## config.mk

```make
export PLATFORM = sky130hd
export DESIGN_NAME = csa_mp_seq_flat
export DESIGN_NICKNAME = d
export VERILOG_FILES = /design/src/rtl/csa_mp_seq_if.sv /design/src/rtl/csa_mp_seq.sv /design/src/flat_wrapper.sv
export SDC_FILE = /design/constraint.sdc
export NUM_CORES = 1
export LEC_CHECK = 0
export ABC_AREA = 1
export CAP_MARGIN = 0
export CORE_UTILIZATION = 52
export DETAILED_ROUTE_END_ITERATION = 8
export GPL_TIMING_DRIVEN = 0
export PLACE_DENSITY_LB_ADDON = 0.12
export REMOVE_ABC_BUFFERS = 1
export SLEW_MARGIN = 20
export SYNTH_ARGS = -nofsm -noshare
export SYNTH_HDL_FRONTEND = slang
export SYNTH_SLANG_ARGS = --single-unit
```

## constraint.sdc

```tcl
create_clock -name clk -period 3.9 [get_ports clk]
set_clock_uncertainty 0.1 [all_clocks]
set_input_delay 0.78 -clock clk [delete_from_list [all_inputs] [get_ports clk]]
set_output_delay 0.78 -clock clk [all_outputs]
set_load 0.01 [all_outputs]
```

## src/rtl/csa_mp_seq_if.sv

```systemverilog
// Request/result bus for the multi-precision add/subtract sequencer.
// master: operand producer / result consumer. slave: the sequencer.
//   start_valid/start_ready  request handshake carrying op_a, op_b, sub, cin
//   res_valid/res_ready      result handshake carrying result, cout
//   busy                     sequencer is in RUN or DONE
interface csa_mp_seq_if #(
  parameter int unsigned WORDS = 4
);
  localparam int unsigned W = WORDS * 16;

  logic         start_valid;
  logic         start_ready;
  logic [W-1:0] op_a;
  logic [W-1:0] op_b;
  logic         sub;
  logic         cin;
  logic         res_valid;
  logic         res_ready;
  logic [W-1:0] result;
  logic         cout;
  logic         busy;

  modport master (
    output start_valid, op_a, op_b, sub, cin, res_ready,
    input  start_ready, res_valid, result, cout, busy
  );

  modport slave (
    input  start_valid, op_a, op_b, sub, cin, res_ready,
    output start_ready, res_valid, result, cout, busy
  );
endinterface

```

## src/rtl/csa_mp_seq.sv

```systemverilog
// Multi-precision add/subtract sequencer.
// Accepts WORDS x 16-bit operands, pushes them through one shared 16-bit
// carry-select adder one word per cycle (LSW first, carry chained) and
// returns the wide result plus final carry.
// Ports:
//   clk    rising-edge clock
//   rst_n  synchronous active-low reset
//   bus    csa_mp_seq_if.slave (request handshake in, result handshake out)

// 16-bit carry-select adder: 4-bit blocks, upper blocks precompute both carries.
module csa_16bit (
  input  logic [15:0] x,
  input  logic [15:0] y,
  input  logic        cin,
  output logic [15:0] sum,
  output logic        cout
);
  localparam int unsigned NBLK = 4;

  logic [NBLK-1:0][4:0] r0;
  logic [NBLK-1:0][4:0] r1;
  logic [NBLK:0]        c;

  for (genvar b = 0; b < NBLK; b++) begin : g_blk
    assign r0[b] = {1'b0, x[4*b +: 4]} + {1'b0, y[4*b +: 4]};
    assign r1[b] = {1'b0, x[4*b +: 4]} + {1'b0, y[4*b +: 4]} + 5'd1;
  end

  // Carry selects which precomputed block result is used.
  always_comb begin
    sum  = '0;
    c    = '0;
    c[0] = cin;
    for (int b = 0; b < NBLK; b++) begin
      sum[4*b +: 4] = c[b] ? r1[b][3:0] : r0[b][3:0];
      c[b+1]        = c[b] ? r1[b][4]   : r0[b][4];
    end
    cout = c[NBLK];
  end
endmodule

module csa_mp_seq #(
  parameter int unsigned WORDS = 4,
  parameter int unsigned CW    = $clog2(WORDS) + 1
) (
  input logic         clk,
  input logic         rst_n,
  csa_mp_seq_if.slave bus
);
  typedef enum logic [1:0] {
    IDLE = 2'd0,
    RUN  = 2'd1,
    DONE = 2'd2
  } state_t;

  state_t state_q;
  state_t state_d;

  logic [WORDS-1:0][15:0] a_q;
  logic [WORDS-1:0][15:0] b_q;
  logic [WORDS-1:0][15:0] res_q;
  logic [CW-1:0]          idx_q;
  logic                   carry_q;
  logic                   cout_q;

  logic start_ready_q;
  logic res_valid_q;
  logic busy_q;
  logic start_ready_d;
  logic res_valid_d;
  logic busy_d;

  logic        accept_c;
  logic        step_c;
  logic        last_c;
  logic        handoff_c;
  logic [15:0] a_word;
  logic [15:0] b_word;
  logic [15:0] add_sum;
  logic        add_cout;

  // Handshake and sequencing conditions shared by next-state and datapath.
  assign accept_c  = (state_q == IDLE) && bus.start_valid && start_ready_q;
  assign step_c    = (state_q == RUN);
  assign last_c    = step_c && (idx_q == CW'(WORDS - 1));
  assign handoff_c = (state_q == DONE) && res_valid_q && bus.res_ready;

  // State register.
  always_ff @(posedge clk) begin
    if (!rst_n) begin
      state_q <= IDLE;
    end else begin
      state_q <= state_d;
    end
  end

  // Next-state logic.
  always_comb begin
    state_d = state_q;
    case (state_q)
      IDLE:    if (accept_c)  state_d = RUN;
      RUN:     if (last_c)    state_d = DONE;
      DONE:    if (handoff_c) state_d = IDLE;
      default:                state_d = IDLE;
    endcase
  end

  // Output decode from the next state so handshake outputs come from flops.
  always_comb begin
    start_ready_d = 1'b0;
    res_valid_d   = 1'b0;
    busy_d        = 1'b0;
    case (state_d)
      IDLE:    start_ready_d = 1'b1;
      RUN:     busy_d        = 1'b1;
      DONE: begin
        res_valid_d = 1'b1;
        busy_d      = 1'b1;
      end
      default: start_ready_d = 1'b0;
    endcase
  end

  // Select the current word pair for the shared adder.
  always_comb begin
    a_word = '0;
    b_word = '0;
    for (int w = 0; w < int'(WORDS); w++) begin
      if (idx_q == CW'(w)) begin
        a_word = a_q[w];
        b_word = b_q[w];
      end
    end
  end

  csa_16bit u_add (
    .x   (a_word),
    .y   (b_word),
    .cin (carry_q),
    .sum (add_sum),
    .cout(add_cout)
  );

  // Operand capture, per-word result write-back and carry chaining.
  always_ff @(posedge clk) begin
    if (!rst_n) begin
      a_q           <= '0;
      b_q           <= '0;
      res_q         <= '0;
      idx_q         <= '0;
      carry_q       <= 1'b0;
      cout_q        <= 1'b0;
      start_ready_q <= 1'b0;
      res_valid_q   <= 1'b0;
      busy_q        <= 1'b0;
    end else begin
      start_ready_q <= start_ready_d;
      res_valid_q   <= res_valid_d;
      busy_q        <= busy_d;
      if (accept_c) begin
        a_q     <= bus.op_a;
        // Subtraction as A + ~B + 1; cin is ignored for sub.
        b_q     <= bus.sub ? ~bus.op_b : bus.op_b;
        carry_q <= bus.sub ? 1'b1 : bus.cin;
        idx_q   <= '0;
        res_q   <= '0;
      end else if (step_c) begin
        for (int w = 0; w < int'(WORDS); w++) begin
          if (idx_q == CW'(w)) begin
            res_q[w] <= add_sum;
          end
        end
        carry_q <= add_cout;
        idx_q   <= idx_q + CW'(1);
        if (last_c) begin
          cout_q <= add_cout;
        end
      end
    end
  end

  assign bus.start_ready = start_ready_q;
  assign bus.res_valid   = res_valid_q;
  assign bus.busy        = busy_q;
  assign bus.result      = res_q;
  assign bus.cout        = cout_q;
endmodule
```

## src/flat_wrapper.sv

```systemverilog
// flat-port wrapper written by rule: the top's interface ports become plain ports
module csa_mp_seq_flat 
#(
  parameter int unsigned WORDS = 4,
  parameter int unsigned CW    = $clog2(WORDS) + 1
)
  (clk, rst_n, bus_start_valid, bus_op_a, bus_op_b, bus_sub, bus_cin, bus_res_ready, bus_start_ready, bus_res_valid, bus_result, bus_cout, bus_busy);
  csa_mp_seq_if #(.WORDS(WORDS)) bus_i ();
  input logic clk;
  input logic rst_n;
  input wire logic [$bits(bus_i.start_valid)-1:0] bus_start_valid;
  input wire logic [$bits(bus_i.op_a)-1:0] bus_op_a;
  input wire logic [$bits(bus_i.op_b)-1:0] bus_op_b;
  input wire logic [$bits(bus_i.sub)-1:0] bus_sub;
  input wire logic [$bits(bus_i.cin)-1:0] bus_cin;
  input wire logic [$bits(bus_i.res_ready)-1:0] bus_res_ready;
  output wire logic [$bits(bus_i.start_ready)-1:0] bus_start_ready;
  output wire logic [$bits(bus_i.res_valid)-1:0] bus_res_valid;
  output wire logic [$bits(bus_i.result)-1:0] bus_result;
  output wire logic [$bits(bus_i.cout)-1:0] bus_cout;
  output wire logic [$bits(bus_i.busy)-1:0] bus_busy;
  assign bus_i.start_valid = bus_start_valid;
  assign bus_i.op_a = bus_op_a;
  assign bus_i.op_b = bus_op_b;
  assign bus_i.sub = bus_sub;
  assign bus_i.cin = bus_cin;
  assign bus_i.res_ready = bus_res_ready;
  assign bus_start_ready = bus_i.start_ready;
  assign bus_res_valid = bus_i.res_valid;
  assign bus_result = bus_i.result;
  assign bus_cout = bus_i.cout;
  assign bus_busy = bus_i.busy;
  csa_mp_seq #(.WORDS(WORDS), .CW(CW)) u_core (.clk(clk), .rst_n(rst_n), .bus(bus_i));
endmodule
```

==> reports/metrics.yaml <==
outcome: "completed"
synth_simple_gate_area_share_pct: 20.5
chipHeight_um: 138
cts_made_buffers: 22
fillerInstances: 1442
min_from: "u_core.b_q[16]$_SDFFE_PN0P_"
post-synth-top-area-cell: "sky130_fd_sc_hd__dfxtp_1"
portBuffers: 201
instances_no_fill: 1746
report.power.total_mw: 5.18
cts_tree: "done"
worst_slew_margin_rel_pct: 27.5
slew_violations: 0
core_area_sq_um: 18000
timing.critical_path.required_ns: 4.20
hold_buffers: 0
synthesis.area_sq_um: 9620
cells_along_the_critical_path: "inv_4, ha_4, clkinvlp_4, nor2_4, clkinvlp_4, a31oi_4, o21ai_2, ha_2, fa_1, ha_2, nand2_2, nor2_4, nand3_2, nand2_4, nand2_4, nand2_4, nand3_4, nand2_4, nand2_4, nand2_2, nand2_2, nand2_1, inv_1"
layout_common_cells: "sky130_fd_sc_hd__nor2_1, sky130_fd_sc_hd__clkdlybuf4s50_1, sky130_fd_sc_hd__dfxtp_1"
hp-class: "reg2reg"
post_synthesis_share_of_cell_area_spent_on_xor_and_xnor_gates_pct: 7.01
grt-ovfl-total: 0
achievable-frequency_mhz: 258
placed_cells: 1669
die_w_um: 138
period_share_pct: 99.6
synth_compound_area_share_pct: 17.2
worst_ep_arrival_time_ns: 4.18
critical_path_class: "reg2reg"
ys_seq_area_share_pct: 42.0
comb_power_share_pct: 18.8
endpoint: "u_core.bus.cout$_SDFFE_PN0P_"
final-hold-violation-count: 0
global_route.usage.total_pct: 27.7
syn_inst: 1307
reg2reg_from: "u_core.idx_q[1]$_SDFFE_PP0P_"
family_of_cells_with_the_greatest_summed_delay_on_the_critical_path: "simple AND/OR/NAND/NOR gates"
power.leakage_nw: 5.48
reg2reg_setup_slack_ns: 0.02
cp-end-kind: "flip-flop"
worst-path-buf-inv: 4
wire_per_inst_um: 15.5
io-pin-count: 202
synth_top_cells_by_area: "sky130_fd_sc_hd__dfxtp_1, sky130_fd_sc_hd__o21ai_0, sky130_fd_sc_hd__nor2_1, sky130_fd_sc_hd__xnor2_1, sky130_fd_sc_hd__nand2_1"
antenna_found_initial: 1
final-setup-viol-count: 0
routed_via_density: 5.29
antenna-diode-count: 0
drive_gt1_share_pct: 10.5
cell_internal_pwr_mw: 3.76
dr.pass1.iters: 5
nNetsFinal: 1668
area.growth.synth_to_final_pct: 36.5
design.die.area_sq_um: 19100
synthesis.area_per_instance_sq_um: 7.36
power.clock.fraction_pct: 38.1
post-route-drc-count: 0
combinational_family_with_the_most_area_after_synthesis: "simple AND/OR/NAND/NOR gates"
power_per_cell_area_nw_per_um2: 395
worst_margin_slew_ns: 1.09
cp_slowest_cell: "sky130_fd_sc_hd__fa_1"
count_of_routing_violations_after_the_opening_detailed_route_iteration: 521
clock_latency_ns: 0.49
min_period_ns: 3.88
area_occupied_by_multi_input_gates_sq_um: 5080
synth_top_cell_area_share_pct: 42.0
cts_num_sinks: 202
maximum_fanout_encountered_on_the_critical_timing_path: 6
tns_ns: 0
drt.antenna.violating_nets: 0
swShare_pct: 27.4
final_common_cell: "sky130_fd_sc_hd__nor2_1"
yosys_warnings: 0
crit_path_depth: 23
number_of_global_route_vias_before_repair: 8435
placementRows: 49
ir_drop_mv: 0.346
synth_adder_area_share_pct: 4.34
grt_max_degree: 67
proportion_of_synthesized_area_in_mux_cells_pct: 0.117
cp-startpoint: "u_core.idx_q[1]$_SDFFE_PP0P_"
layout.area.seq_sq_um: 4060
worst_reg2reg_path_endpoint: "u_core.bus.cout$_SDFFE_PN0P_"
critical-path-top-cell-by-count: "sky130_fd_sc_hd__nand2_4"
cts_max_level: 1
critPathLaunchType: "flip-flop"
floorplan.initialDensity_pct: 53.4
critical-path-max-stage-delay_ns: 0.56
detail_route.wirelength_mm: 27.1
postSynthRegisterBits: 202
cts-root-buf: "sky130_fd_sc_hd__clkbuf_16"
detailroute.via_count: 9228
switchingPower_mw: 1.42
seq_power_share_pct: 43.1
gp_congestion: 0.807
clock_tree.buffer_depth: 3
detailed_place_hpwl_mm: 16.7
synthDistinctLibCells: 33
grt_first_pass_wirelength_mm: 42.9
clkSlewWorstSetupHoldPaths_ns: 0.06
rsz_0062_raised_after_global_routing: "true"
drv.max_cap_violation_count: 0
ff2ff_path_depth: 23
==> synthesized netlist by cell type (all sizes together) <==
master / n
nand3: 81
ha: 27
nor2: 220
o211ai: 22
dfxtp: 202
nand4: 2
mux2: 1
nand2: 166
o21ai: 193
fa: 4
nor3: 4
xnor2: 67
o21bai: 8
clkinv: 1
inv: 142
a22oi: 3
a21oi: 23
a31oi: 16
buf: 22
clkbuf: 54
and2: 4
o21a: 6
xor2: 10
o22ai: 29
==> stage by stage <==
step / hold WS, ns / cell area, sq um / setup slack (ns) / util, %
after CTS: 0.357 / 12800 / 0.0217 / 71.0
after detailed placement: 0.341 / 11800 / -1.66 / 65.4
after global placement: 0.334 / 11600 / -7.35 / 64.5
after global routing: 0.381 / 13100 / -0.130 / 72.9
after floorplan: 0.323 / 9320 / -2.53 / -
final: 0.358 / 13100 / 0.0175 / 72.9
==> worst register-to-register path: cells and delay by family (launching register included) <==
family | cells | cell delay, ns
AO/OA/AOI/OAI | 2 | 0.36
adder cells (fa/ha/maj) | 4 | 1.10
flip-flops | 1 | 0.36
AND/OR/NAND/NOR | 13 | 1.40
buffers and inverters | 4 | 0.49
==> flip-flops by register name (all words and copies together), names as in the netlist, 2 cells and up <==
register           count
u_core.a_q            64
u_core.state_q         2
u_core.bus.result     64
u_core.idx_q           3
u_core.b_q            64
==> final cells by class <==
cell class | count | share of cell area, %
Multi-Input combinational cell | 889 | 38.6
Sequential cell | 202 | 30.9
Timing Repair Buffer | 243 | 18.6
Clock buffer | 30 | 4.89
Inverter | 143 | 4.35
Tap cell | 229 | 2.18
Clock inverter | 8 | 0.305
Timing Repair inverter | 2 | 0.114
==> metal layers <==
metal	global-route usage, %	vias up	share of wire, %
met4	8.50	2	1.9
met5	0	-	0.033
li1	-	4637	-
met2	45.8	303	47
met1	36.9	4239	45
met3	4.78	47	5.8
==> how the worst min path moves through the flow <==
stage / to / slack, ns / cells past startpoint
floorplan: u_core.b_q[33]$_SDFFE_PN0P_ / 0.32 / 2
global placement: u_core.b_q[33]$_SDFFE_PN0P_ / 0.33 / 2
detailed placement: u_core.b_q[34]$_SDFFE_PN0P_ / 0.34 / 2
CTS: u_core.b_q[33]$_SDFFE_PN0P_ / 0.36 / 2
global route: u_core.b_q[19]$_SDFFE_PN0P_ / 0.38 / 2
finish: u_core.b_q[16]$_SDFFE_PN0P_ / 0.36 / 2
==> cells by family after synthesis <==
group	count (synthesis)
multiplexers	1
flip-flops	202
AO/OA/AOI/OAI	300
XOR/XNOR	77
adder cells (fa/ha/maj)	31
AND/OR/NAND/NOR	477
buffers and inverters	219
==> power by group through the flow <==
stage	combinational, mW	clock, mW	sequential, mW
floorplan	0.490	0	2.28
global placement	0.845	0	2.27
detailed placement	0.872	0	2.28
CTS	0.917	1.99	2.23
global route	1.07	2.08	2.25
finish	0.975	1.97	2.24
==> what timing repair did <==
item / 4_1_cts / 5_1_grt
pin swaps: 11 / 28
resized for setup: 39 / 47
buffers inserted: 19 / 16
endpoints found under the setup margin: 70 / 50
cloned: 5 / 0
Note: power is estimated with default switching activity, not from simulation.
